### config.mk
export PLATFORM = sky130hd
export DESIGN_NAME = cpumc_arb_flat
export DESIGN_NICKNAME = d
export VERILOG_FILES = /design/src/rtl/cpumc_arb_if.sv /design/src/rtl/cpumc_arb.sv /design/src/flat_wrapper.sv
export SDC_FILE = /design/constraint.sdc
export NUM_CORES = 1
export LEC_CHECK = 0
export CORE_MARGIN = 4
export CORE_UTILIZATION = 35
export DETAILED_ROUTE_END_ITERATION = 7
export PLACE_DENSITY = 0.84
export SLEW_MARGIN = 5
export SYNTH_ARGS = -nofsm -noshare
export SYNTH_HDL_FRONTEND = slang
export SYNTH_SLANG_ARGS = --single-unit
### constraint.sdc
create_clock -name clk -period 2.4 [get_ports clk]
set_input_delay 0.48 -clock clk [delete_from_list [all_inputs] [get_ports clk]]
set_output_delay 0.48 -clock clk [all_outputs]
set_load 0.02 [all_outputs]
### src/rtl/cpumc_arb_if.sv
// Bus bundle between the masters, the cpumc_arb arbiter and the single cpumc port.
// The slave modport is the arbiter's view; the master modport is the environment's view.
interface cpumc_arb_if #(
  parameter int unsigned NUM_M  = 3,
  parameter int unsigned ADDR_W = 16,
  parameter int unsigned DATA_W = 8
);
  logic [NUM_M-1:0]        m_req;
  logic [NUM_M-1:0]        m_lock;
  logic [NUM_M-1:0]        m_r_nw;
  logic [NUM_M*ADDR_W-1:0] m_a;
  logic [NUM_M*DATA_W-1:0] m_wdata;
  logic [NUM_M-1:0]        m_gnt;
  logic [NUM_M-1:0]        m_rvalid;
  logic [DATA_W-1:0]       m_rdata;
  logic                    ovr;
  logic                    busy;
  logic [ADDR_W-1:0]       mc_a;
  logic                    mc_wr;
  logic [DATA_W-1:0]       mc_din;
  logic [DATA_W-1:0]       mc_dout;

  modport slave (
    input  m_req, m_lock, m_r_nw, m_a, m_wdata, ovr, mc_dout,
    output m_gnt, m_rvalid, m_rdata, busy, mc_a, mc_wr, mc_din
  );

  modport master (
    output m_req, m_lock, m_r_nw, m_a, m_wdata, ovr, mc_dout,
    input  m_gnt, m_rvalid, m_rdata, busy, mc_a, mc_wr, mc_din
  );
endinterface

### src/rtl/cpumc_arb.sv
// N-master round-robin arbiter in front of cpumc: registered issue, bus locking,
// debugger override and one-cycle read return.
module cpumc_arb #(
  parameter int unsigned NUM_M   = 3,
  parameter int unsigned ADDR_W  = 16,
  parameter int unsigned DATA_W  = 8,
  parameter int unsigned OVR_IDX = 1
) (
  input  logic           clk,
  input  logic           rst,
  cpumc_arb_if.slave     bus
);

  localparam int unsigned IDX_W = (NUM_M > 1) ? $clog2(NUM_M) : 1;

  typedef enum logic [0:0] {ST_OPEN, ST_LOCKED} lock_st_e;

  lock_st_e             state_q, state_d;
  logic [IDX_W-1:0]     owner_q, owner_d;
  logic [IDX_W-1:0]     ptr_q;
  logic [NUM_M-1:0]     gnt_q;
  logic [NUM_M-1:0]     rvalid_q;
  logic                 busy_q;
  logic                 wr_q;
  logic [ADDR_W-1:0]    a_q;
  logic [DATA_W-1:0]    din_q;

  logic                 lock_held_c;
  logic [NUM_M-1:0]     elig_c;
  logic [NUM_M-1:0]     mask_c;
  logic [NUM_M-1:0]     pick_c;
  logic                 win_vld_c;
  logic [IDX_W-1:0]     win_idx_c;
  logic [ADDR_W-1:0]    sel_a_c;
  logic [DATA_W-1:0]    sel_d_c;
  logic                 sel_rnw_c;
  logic [IDX_W-1:0]     ptr_nxt_c;

  // Owner restricts eligibility only while its m_lock is still high at this edge.
  assign lock_held_c = (state_q == ST_LOCKED) && bus.m_lock[owner_q];

  always_comb begin
    elig_c = '0;
    if (bus.ovr) begin
      elig_c[OVR_IDX] = bus.m_req[OVR_IDX];
    end else if (lock_held_c) begin
      elig_c[owner_q] = bus.m_req[owner_q];
    end else begin
      elig_c = bus.m_req;
    end
  end

  // Round-robin: prefer eligible masters at or above ptr, else wrap to the lowest.
  always_comb begin
    mask_c    = '0;
    win_vld_c = 1'b0;
    win_idx_c = '0;
    for (int i = 0; i < NUM_M; i++) begin
      mask_c[i] = (IDX_W'(i) >= ptr_q);
    end
    pick_c = (|(elig_c & mask_c)) ? (elig_c & mask_c) : elig_c;
    for (int i = NUM_M - 1; i >= 0; i--) begin
      if (pick_c[i]) begin
        win_vld_c = 1'b1;
        win_idx_c = IDX_W'(i);
      end
    end
  end

  always_comb begin
    sel_a_c   = '0;
    sel_d_c   = '0;
    sel_rnw_c = 1'b0;
    for (int i = 0; i < NUM_M; i++) begin
      if (win_idx_c == IDX_W'(i)) begin
        sel_a_c   = bus.m_a[i*ADDR_W +: ADDR_W];
        sel_d_c   = bus.m_wdata[i*DATA_W +: DATA_W];
        sel_rnw_c = bus.m_r_nw[i];
      end
    end
  end

  assign ptr_nxt_c = (win_idx_c == IDX_W'(NUM_M - 1)) ? '0 : win_idx_c + IDX_W'(1);

  // Lock ownership FSM: state register.
  always_ff @(posedge clk or negedge rst) begin
    if (!rst) begin
      state_q <= ST_OPEN;
      owner_q <= '0;
    end else begin
      state_q <= state_d;
      owner_q <= owner_d;
    end
  end

  // Lock ownership FSM: next state.
  always_comb begin
    state_d = state_q;
    owner_d = owner_q;
    unique case (state_q)
      ST_OPEN: begin
        if (win_vld_c && bus.m_lock[win_idx_c]) begin
          state_d = ST_LOCKED;
          owner_d = win_idx_c;
        end
      end
      ST_LOCKED: begin
        if (win_vld_c && bus.m_lock[win_idx_c]) begin
          owner_d = win_idx_c;
        end else if (!bus.m_lock[owner_q]) begin
          state_d = ST_OPEN;
        end
      end
      default: state_d = ST_OPEN;
    endcase
  end

  // Issue stage and read-return pipeline; a reset drops any pending read.
  always_ff @(posedge clk or negedge rst) begin
    if (!rst) begin
      ptr_q    <= '0;
      gnt_q    <= '0;
      rvalid_q <= '0;
      busy_q   <= 1'b0;
      wr_q     <= 1'b0;
      a_q      <= '0;
      din_q    <= '0;
    end else begin
      rvalid_q <= busy_q ? gnt_q : '0;
      if (win_vld_c) begin
        gnt_q  <= NUM_M'(1) << win_idx_c;
        a_q    <= sel_a_c;
        din_q  <= sel_d_c;
        wr_q   <= ~sel_rnw_c;
        busy_q <= sel_rnw_c;
        ptr_q  <= ptr_nxt_c;
      end else begin
        gnt_q  <= '0;
        wr_q   <= 1'b0;
        busy_q <= 1'b0;
      end
    end
  end

  assign bus.m_gnt    = gnt_q;
  assign bus.m_rvalid = rvalid_q;
  assign bus.m_rdata  = bus.mc_dout;
  assign bus.busy     = busy_q;
  assign bus.mc_a     = a_q;
  assign bus.mc_wr    = wr_q;
  assign bus.mc_din   = din_q;

endmodule
### src/flat_wrapper.sv
// flat-port wrapper written by rule: the top's interface ports become plain ports
module cpumc_arb_flat 
#(
  parameter int unsigned NUM_M   = 3,
  parameter int unsigned ADDR_W  = 16,
  parameter int unsigned DATA_W  = 8,
  parameter int unsigned OVR_IDX = 1
)
  (clk, rst, bus_m_req, bus_m_lock, bus_m_r_nw, bus_m_a, bus_m_wdata, bus_ovr, bus_mc_dout, bus_m_gnt, bus_m_rvalid, bus_m_rdata, bus_busy, bus_mc_a, bus_mc_wr, bus_mc_din);
  cpumc_arb_if #(.NUM_M(NUM_M), .ADDR_W(ADDR_W), .DATA_W(DATA_W)) bus_i ();
  input  logic clk;
  input  logic rst;
  input wire logic [$bits(bus_i.m_req)-1:0] bus_m_req;
  input wire logic [$bits(bus_i.m_lock)-1:0] bus_m_lock;
  input wire logic [$bits(bus_i.m_r_nw)-1:0] bus_m_r_nw;
  input wire logic [$bits(bus_i.m_a)-1:0] bus_m_a;
  input wire logic [$bits(bus_i.m_wdata)-1:0] bus_m_wdata;
  input wire logic [$bits(bus_i.ovr)-1:0] bus_ovr;
  input wire logic [$bits(bus_i.mc_dout)-1:0] bus_mc_dout;
  output wire logic [$bits(bus_i.m_gnt)-1:0] bus_m_gnt;
  output wire logic [$bits(bus_i.m_rvalid)-1:0] bus_m_rvalid;
  output wire logic [$bits(bus_i.m_rdata)-1:0] bus_m_rdata;
  output wire logic [$bits(bus_i.busy)-1:0] bus_busy;
  output wire logic [$bits(bus_i.mc_a)-1:0] bus_mc_a;
  output wire logic [$bits(bus_i.mc_wr)-1:0] bus_mc_wr;
  output wire logic [$bits(bus_i.mc_din)-1:0] bus_mc_din;
  assign bus_i.m_req = bus_m_req;
  assign bus_i.m_lock = bus_m_lock;
  assign bus_i.m_r_nw = bus_m_r_nw;
  assign bus_i.m_a = bus_m_a;
  assign bus_i.m_wdata = bus_m_wdata;
  assign bus_i.ovr = bus_ovr;
  assign bus_i.mc_dout = bus_mc_dout;
  assign bus_m_gnt = bus_i.m_gnt;
  assign bus_m_rvalid = bus_i.m_rvalid;
  assign bus_m_rdata = bus_i.m_rdata;
  assign bus_busy = bus_i.busy;
  assign bus_mc_a = bus_i.mc_a;
  assign bus_mc_wr = bus_i.mc_wr;
  assign bus_mc_din = bus_i.mc_din;
  cpumc_arb #(.NUM_M(NUM_M), .ADDR_W(ADDR_W), .DATA_W(DATA_W), .OVR_IDX(OVR_IDX)) u_core (.clk(clk), .rst(rst), .bus(bus_i));
endmodule
== Yosys cells after proc, flatten, opt, wreduce, memory -nomap -nowiden ==
Cells that the tools add are included.

* Word-level logic and storage cells: 66
* Input port bits: 92
* Bits in registers: 37
* Output and inout port bits: 40

* Shift-type cells: 1
* $add $sub $neg: 1
* Reduce and logical (&&, ||, !) cells: 5
* Order comparisons: 6
* Bitwise gates (word level): 4
* Eq/ne operators: 2
* Multiplexer cells: 38

{| class="wikitable"
|+ Operator list
! kind !! count
|-
| $mux W16 || 3
|-
| $mux W8 || 3
|-
| $mux W1 || 18
|-
| $mux W3 || 4
|-
| $mux W2 || 5
|-
| $and A3 B3 Y3 || 2
|-
| $bmux W1 S2 || 3
|-
| $lt A2 B3 Y1 const B || 2
|-
| $ge A1 B2 Y1 const A || 2
|-
| $logic_and A1 B1 Y1 || 3
|-
| $reduce_or A3 Y1 || 1
|-
| $shl A1 B2 Y3 const A || 1
|-
| $add A2 B1 Y2 const B || 1
|-
| $demux W1 S2 || 1
|-
| $eq A2 B1 Y1 const B || 1
|-
| $eq A2 B2 Y1 const B || 1
|-
| $ge A2 B1 Y1 const B || 1
|-
| $ge A2 B2 Y1 const A || 1
|-
| $logic_not A2 Y1 || 1
|-
| $not A1 Y1 || 2
|-
| $pmux W1 S2 || 1
|}

== Depth between registers and ports, before layout ==
Gate-level depths: netlist of run 1.

* Depth in word-level cells: 19
* Mapped depth: 9
* Mapped depth without buffers: 8

== Worst setup path before layout of run 1 ==
Ideal clock, no wire load.

* Kind: in2reg
* From: input bus_m_lock[2]
* To: register u_core.owner_q[1]
* Setup time: 0.121 ns
* Buffers on the path: 1
* Data required time: 2.279 ns
* Data arrival time: 1.942 ns
* Stages on the path: 9
* Slack: 0.337 ns
* Path through: mux2i_1 > o31ai_1 > or2_1 > or3_1 > buf_4 > clkinv_4 > and2_4 > o221ai_2 > a22o_1

* Cells in the longest elaborated chain, start to end: 14
* Elaborated cells on any way between the ends: 20
* Those cells by class: 16 x mux; 1 x bitwise; 3 x reduce/logical

{| class="wikitable"
|+ Ends and longest elaborated chain
! item !! line !! text
|-
| from (decl) || flat_wrapper.sv:14 || <nowiki>input wire logic [$bits(bus_i.m_lock)-1:0] bus_m_lock;</nowiki>
|-
| $bmux W1 S2 || cpumc_arb.sv:40 || <nowiki>assign lock_held_c = (state_q == ST_LOCKED) && bus.m_lock[owner_q];</nowiki>
|-
| $mux W1 (implied by the code) || cpumc_arb.sv:40 ||
|-
| $logic_and A1 B1 Y1 || cpumc_arb.sv:40 ||
|-
| $mux W3 || cpumc_arb.sv:46 || <nowiki>end else if (lock_held_c) begin</nowiki>
|-
| $mux W1 || cpumc_arb.sv:44 || <nowiki>if (bus.ovr) begin</nowiki>
|-
| $and A3 B3 Y3 || cpumc_arb.sv:61 || <nowiki>pick_c = (|(elig_c & mask_c)) ? (elig_c & mask_c) : elig_c;</nowiki>
|-
| $reduce_or A3 Y1 || cpumc_arb.sv:61 ||
|-
| $mux W3 || cpumc_arb.sv:61 ||
|-
| $mux W2 (3 in a row) || cpumc_arb.sv:63 || <nowiki>if (pick_c[i]) begin</nowiki>
|-
| $bmux W1 S2 || cpumc_arb.sv:102, cpumc_arb.sv:108 ||
|-
| $mux W1 (implied by the code) || cpumc_arb.sv:102, cpumc_arb.sv:108 ||
|-
| $logic_and A1 B1 Y1 || cpumc_arb.sv:102, cpumc_arb.sv:108 ||
|-
| to (signal assigned) || cpumc_arb.sv:92 || <nowiki>owner_q <= owner_d;</nowiki>
|-
| to (decl) || cpumc_arb.sv:19 || <nowiki>logic [IDX_W-1:0] owner_q, owner_d;</nowiki>
|}

Parallel ways exist; a longest one is shown, timed or not. The select of a mux whose other input is x is not followed.
A chain may end at the register's enable or synchronous reset.

== Final worst setup path of run 1 ==
* From: input bus_m_lock[1]
* To: register u_core.owner_q[1]

Same word-level chain as after synthesis.

==> metrics.txt, run 1 <==
Crit path largest cell delay=roughly 0.47 ns; cell count of the worst reg-to-reg path=8; setup ws final=0.1143 ns; Adder-Cell Fraction of Synth Area=0%; Mean Syn Cell Area=9.154 µm²; mapped cell area=1913 µm²; Ports=132; Crit Reg-Reg Endpoint=u_core.owner_q[1]; Detailed Route Iter0 Violations=74; MaxCap Viol Count=0; most frequent cells in the layout=clkdlybuf4s50_1, nand2_1, dfrtp_1; crit-path max FO=4; die height=81.93 µm; Post-Layout Cell Count=roughly 400; CP arrival=2.44 ns; Post-layout nets=between 400 and 500; commonest non-fill, non-tap cell in the layout=clkdlybuf4s50_1; Power Dens Cells=878.1 nW/µm²; routability cong.=about 0.86; Clock Tree Buf Depth=2; routed wire length=roughly 6300 µm; port bufs=115; Slew Limit Headroom=between 40% and 50%; leakage power=1.347 nW; clk root buf=clkbuf_8; number of global-route vias before repair=2,111; Hold Violations, Final=0; WL/cell=15.71 µm; TritonCTS clock tree=done; worst skew pair latency=approximately 0.28 ns; hold_buf cts=0; FF+latch count, synth=37; Largest delay share family, worst path=simple AND/OR/NAND/NOR gates; CP Launch Type=input port; CP bufs+invs=2; initial core utilization=36.75%; hold_ws=approximately 0.3 ns; Max Fclk=0.4375 GHz; Critical R2R Launch=u_core.owner_q[1]; Worst Setup SP=bus_m_lock[1]; Critical Path End Type=flip-flop; Final ANT Viol Nets=0; worst-margin pin slew=a little over 0.8 ns; status=finished clean; register area share after synthesis=48.40%; Worst Path Required=2.56 ns; layout cells sized above 1=10.06%; TritonCTS Sinks=37; post-route cell area=about 3200 µm²; CTS H-tree lvls=2; Final Cycle Share=95.24%; Cell Rows=26; router iterations before antenna repair=4; RSZ-0062 raised after global routing=no; Syn Nets=301; die area=approximately 6700 µm²; Post-Synth XOR/XNOR Area=0%; first-pass GRT wire length=between 9000 and 10,000 µm; Post-Syn Instances=209; critical path class=input port to flip-flop; post-synthesis mux area share=1.570%; Place WS=-0.1937 ns; setup violators final=0; Detailed Place HPWL=a little under 5000 µm; Tmin final=approximately 2.3 ns; clock slew at reported path FFs=0.07 ns; Util after Layout=62.36%; worst vdd ir=349.0 µV; initial antenna violation count=0; CTS Buf Count=5; Synth-to-Final Area Change=69.65%; slowest CP cell=clkdlybuf4s50_1; Post-DP Area=approximately 3200 µm²; detailed-route via count=2,079; core area=5205 µm²; worst clock skew=approximately 0.0098 ns; worst hold path type=input port to asynchronous set/reset pin; fillers=488; Simple-Gate Fraction of Synth Area=18.90%; total grt overflow=0; warnings from Yosys=0; largest net degree at the start of global routing=38; Diodes inserted=0; post-synthesis cell type count=37; post-synthesis compound-gate area fraction=approximately a quarter; largest family of logic cells by synthesized area=compound AO/OA/AOI/OAI gates; Reg2Reg Setup Slack=0.31 ns; CP cell instances=clkdlybuf4s50_1 > and4b_1 > buf_4 > or3_1 > nand3_1 > and2_1 > o221ai_2 > a22o_1; GRT Util Overall=18.23%; chip width=just over 80 µm; final max-slew violation count=0; vias per cell=5.224; Residual DRC=0; placed cells=about 390
metrics by stage:
stage / power [mW] / setup TNS, ns
after floorplan: 1.746 / 0
final: 2.850 / 0
after global routing: 3.028 / 0
after detailed placement: 2.464 / -4.297
after global placement: 2.436 / -2.943
after CTS: 2.869 / 0
cell families after synthesis:
| logic type | Yosys count |
|---|---|
| AOI/OAI and AO/OA | 67 |
| buffers and inverters | 25 |
| DFF | 37 |
| muxes | 3 |
| and+or+nand+nor | 77 |
Yosys cell counts:
cell | count | area [µm²]
nand2_1 | 52 | 195.2
o21a_1 | 2 | 15.01
or3_1 | 2 | 12.51
nor2b_1 | 1 | 6.260
a221o_1 | 1 | 10.01
clkinv_4 | 1 | 8.760
inv_1 | 2 | 7.510
and2_1 | 4 | 25.02
o21bai_1 | 1 | 7.510
nand3b_1 | 2 | 15.01
mux2i_1 | 3 | 30.03
o2111a_1 | 1 | 11.26
o22ai_1 | 24 | 150.1
a22o_1 | 1 | 8.760
and4b_1 | 2 | 20.02
o311ai_0 | 1 | 8.760
a31oi_1 | 24 | 150.1
nand3_1 | 2 | 10.01
clkbuf_1 | 1 | 3.750
or2_1 | 1 | 6.260
buf_1 | 2 | 7.510
or2_2 | 1 | 6.260
o31ai_1 | 1 | 7.510
dfrtp_1 | 37 | 925.9
nor3_1 | 2 | 10.01
nor4_1 | 1 | 6.260
o21ai_0 | 4 | 20.02
o211ai_1 | 2 | 15.01
buf_2 | 8 | 40.04
a21oi_1 | 2 | 10.01
a31o_2 | 1 | 8.760
and2_4 | 1 | 8.760
nor4b_1 | 1 | 8.760
o221ai_2 | 1 | 15.01
buf_4 | 11 | 82.58
a21boi_0 | 1 | 7.510
nand2b_1 | 5 | 31.28
per-layer routing:
metal	up-vias	wire length [µm]	GRT usage [%]
met5	-	0	0
met4	0	33	4.319
met3	4	674	6.360
met2	107	3187	33.28
met1	978	2356	20.10
li1	990	-	-
final cells by class:
cell class	count	area, µm²	share of cell area [%]
Clock buffer	5	68.82	2.120
Clock inverter	1	5.005	0.1542
Inverter	3	16.27	0.5012
Multi-Input combinational cell	147	842.1	25.94
Sequential cell	37	925.9	28.53
Tap cell	70	87.58	2.699
Timing Repair Buffer	135	1300	40.05
state kept, by name, indices dropped and copies added (netlist names):
| signal | flops |
|---|---|
| u_core.bus.mc_a | 16 |
| u_core.bus.mc_din | 8 |
| u_core.bus.m_gnt | 3 |
| u_core.bus.m_rvalid | 3 |
| u_core.owner_q | 2 |
| u_core.ptr_q | 2 |
| u_core.bus.busy | 1 |
| u_core.bus.mc_wr | 1 |
| u_core.state_q | 1 |
power breakdown:
group          switching [mW]  internal [mW]
clock network           0.198          0.191
logic                   0.735          0.738
registers               0.146          0.844
total                    1.08           1.77
how the worst max path moves through the flow:
| stage | slack, ns | cells past startpoint | to |
|---|---|---|---|
| after floorplan | 0.34 | 9 | u_core.owner_q[1] |
| after global placement | -0.14 | 9 | u_core.owner_q[1] |
| after detailed placement | -0.19 | 9 | u_core.owner_q[1] |
| after CTS | 0.08 | 9 | u_core.owner_q[1] |
| after global routing | 0.01 | 10 | u_core.bus.mc_wr |
| final | 0.11 | 8 | u_core.owner_q[1] |
timing repair:
action | CTS | global route
gates resized for setup | 0 | 2
endpoints found under the setup margin | 0 | 14
hold endpoints to repair | 0 | 0
buffers inserted | 0 | 0
(Power assumes the default switching activity.)
==> run 2, diff against run 1 <==
- CORE_UTILIZATION: 35 -> 30
- PLACE_DENSITY: 0.84 -> 0.74
- clock period: 2.4 -> 2.9 ns (I/O delays scaled with it)
==> run 2 against run 1 <==
Core utilization decreased by 9.3 points. Routed wire length decreased by 2.0%. Die area increased by 15%. Final cell count decreased by 1.0%. Global-route usage decreased by 2.3 points. Non-clock buffer count decreased by 11. Critical endpoint is now u_core.bus.mc_wr.
==> metrics.txt, run 2 (same netlist as run 1, synthesis figures left out) <==
status=finished clean (unchanged); Residual DRC=0 (unchanged); max reg flops=16 (unchanged); number of global-route vias before repair=2,036 (was 2,111); Place WS=0.08804 ns (was -0.1937 ns); core area=6061 µm² (was 5205 µm²); Hold Violations, Final=0 (unchanged); clock slew at reported path FFs=0.07 ns (about the same); Synth-to-Final Area Change=68.08% (was 69.65%); initial core utilization=31.56% (was 36.75%); Final Cycle Share=87.41%; setup violators final=0 (unchanged); worst hold path type=input port to asynchronous set/reset pin (unchanged); leakage power=1.315 nW (was 1.347 nW); setup bufs post-CTS=0 (unchanged); chip width=87.86 µm (was 81.93 µm); routed wire length=6124 µm (was 6251 µm); Sequential Area=925.9 µm² (unchanged); Worst Path Required=3.09 ns (was 2.56 ns); Clock Tree Buf Depth=2 (unchanged); layout cells sized above 1=6.897% (was 10.06%); router iterations before antenna repair=4 (unchanged); Detailed Place HPWL=4693 µm (was 4964 µm); Tmin final=between 2 and 3 ns; detailed-route via count=1,997 (was 2,079); CTS Buf Count=5 (unchanged); Largest delay share family, worst path=simple AND/OR/NAND/NOR gates (unchanged); initial antenna violation count=0 (unchanged); Ports=132 (unchanged); Post-DP Area=3099 µm² (was 3163 µm²); TritonCTS Sinks=37 (unchanged); Critical Path End Type=flip-flop (unchanged); Final ANT Viol Nets=0 (unchanged); RSZ-0062 raised after global routing=no (unchanged); Detailed Route Iter0 Violations=53 (was 74); crit-path max FO=14 (was 4); routability cong.=0.9375 (was 0.8610); total grt overflow=0 (unchanged); setup ws final=0.3652 ns (was 0.1143 ns); post-cts repair resize count=0 (unchanged); Power Dens Cells=763.6 nW/µm² (was 878.1 nW/µm²); TritonCTS clock tree=done (unchanged); post-route cell area=3216 µm² (was 3246 µm²); hold_buf cts=0 (unchanged); worst vdd ir=360.1 µV (was 349.0 µV); Post-layout nets=410 (was 421); Util after Layout=53.06% (was 62.36%); Slew Limit Headroom=44.17% (was 45.12%); final max-slew violation count=0 (unchanged); CP Launch Type=input port (unchanged); post-route setup TNS=0 ns (unchanged); commonest non-fill, non-tap cell in the layout=clkdlybuf4s50_1 (unchanged); fillers=574 (was 488); worst skew pair latency=0.28 ns (about the same); CTS H-tree lvls=2 (unchanged); GRT Util Overall=15.95% (was 18.23%); slowest CP cell=clkdlybuf4s50_1 (unchanged); Crit path largest cell delay=0.47 ns (about the same); CP bufs+invs=2 (unchanged); Max Fclk=0.3945 GHz; clk root buf=clkbuf_8 (unchanged); die height=87.86 µm (was 81.93 µm); power consumption=2.455 mW (was 2.850 mW); first-pass GRT wire length=9653 µm (was 9473 µm); CP arrival=2.72 ns (was 2.44 ns); Cell Rows=28 (was 26); Multi-input gate area=837.1 µm² (was 842.1 µm²); worst clock skew=0.005094 ns (was 0.009811 ns); largest net degree at the start of global routing=38 (unchanged); die area=7719 µm² (was 6713 µm²); Diodes inserted=0 (unchanged); WL/cell=15.54 µm (was 15.71 µm); CP cell instances=clkdlybuf4s50_1 > and4b_1 > or2_2 > o211ai_1 > and2_1 > buf_4 > nand2_1 > o21ai_0 (was clkdlybuf4s50_1 > and4b_1 > buf_4 > or3_1 > nand3_1 > and2_1 > o221ai_2 > a22o_1); port bufs=115 (unchanged); MaxCap Viol Count=0 (unchanged); most frequent cells in the layout=clkdlybuf4s50_1, nand2_1, dfrtp_1 (unchanged); critical path class=input port to flip-flop (unchanged); vias per cell=5.069 (was 5.224); worst-margin pin slew=0.8374 ns (was 0.8232 ns)
-- run 2: area by class of cell --
class,instances,area share [%]
clock inverters,1,0.9339
multi-input cells,147,26.03
clock buffers,7,2.685
flip-flops and latches,37,28.79
repair buffers,124,38.13
well taps,75,2.918
inverters,3,0.5058
-- run 2: metal layers --
metal  GRT usage, %  up-vias  share of wire (%)
met2          26.71       87                 50
met3          6.585        8                 11
met4          5.021        0               0.93
met1          18.58      930                 38
li1               -      972                  -
met5              0        -                  0
-- run 2: worst register-to-register path, stage by stage (launching register included) --
cell and delay, ns:
dfrtp_1 0.46, and4b_1 0.26, or2_2 0.31, o211ai_1 0.45, and2_1 0.29, buf_4 0.24
nand2_1 0.06, o21ai_0 0.08
-- run 2: path summary, 6_finish.rpt --
kind / slack (ns) / from / cells after the start / to
max reg2reg: 0.65 / u_core.owner_q[0] / 7 / u_core.bus.mc_wr
max in group asynchronous: 1.98 / rst / 1 / u_core.bus.mc_din[3]
max: 0.37 / bus_m_lock[1] / 8 / u_core.bus.mc_wr
min reg2reg: 0.50 / u_core.bus.m_gnt[0] / 1 / u_core.bus.m_rvalid[0]
min in group clk: 0.50 / u_core.bus.m_gnt[0] / 1 / u_core.bus.m_rvalid[0]
min: 0.40 / rst / 1 / u_core.ptr_q[1]
-- run 2: where the power goes --
| group | leakage, nW | switching (mW) | internal, mW |
|---|---|---|---|
| registers | 0.442 | 0.123 | 0.698 |
| logic | 0.815 | 0.593 | 0.583 |
| clock network | 0.0585 | 0.177 | 0.280 |
| total | 1.32 | 0.894 | 1.56 |
-- run 2: per-stage QoR --
step           hold WS, ns  std cells
2_1_floorplan       0.2844        209
3_3_place_gp        0.4756        386
3_5_place_dp        0.4811        386
4_1_cts             0.4299        394
5_1_grt             0.4594        394
6_report            0.4002        394
==> run 3, diff against run 2 <==
- TNS_END_PERCENT: not set -> 20
==> results of run 3 <==
The final DEF is identical to that of run 2; final timing and power are the same.
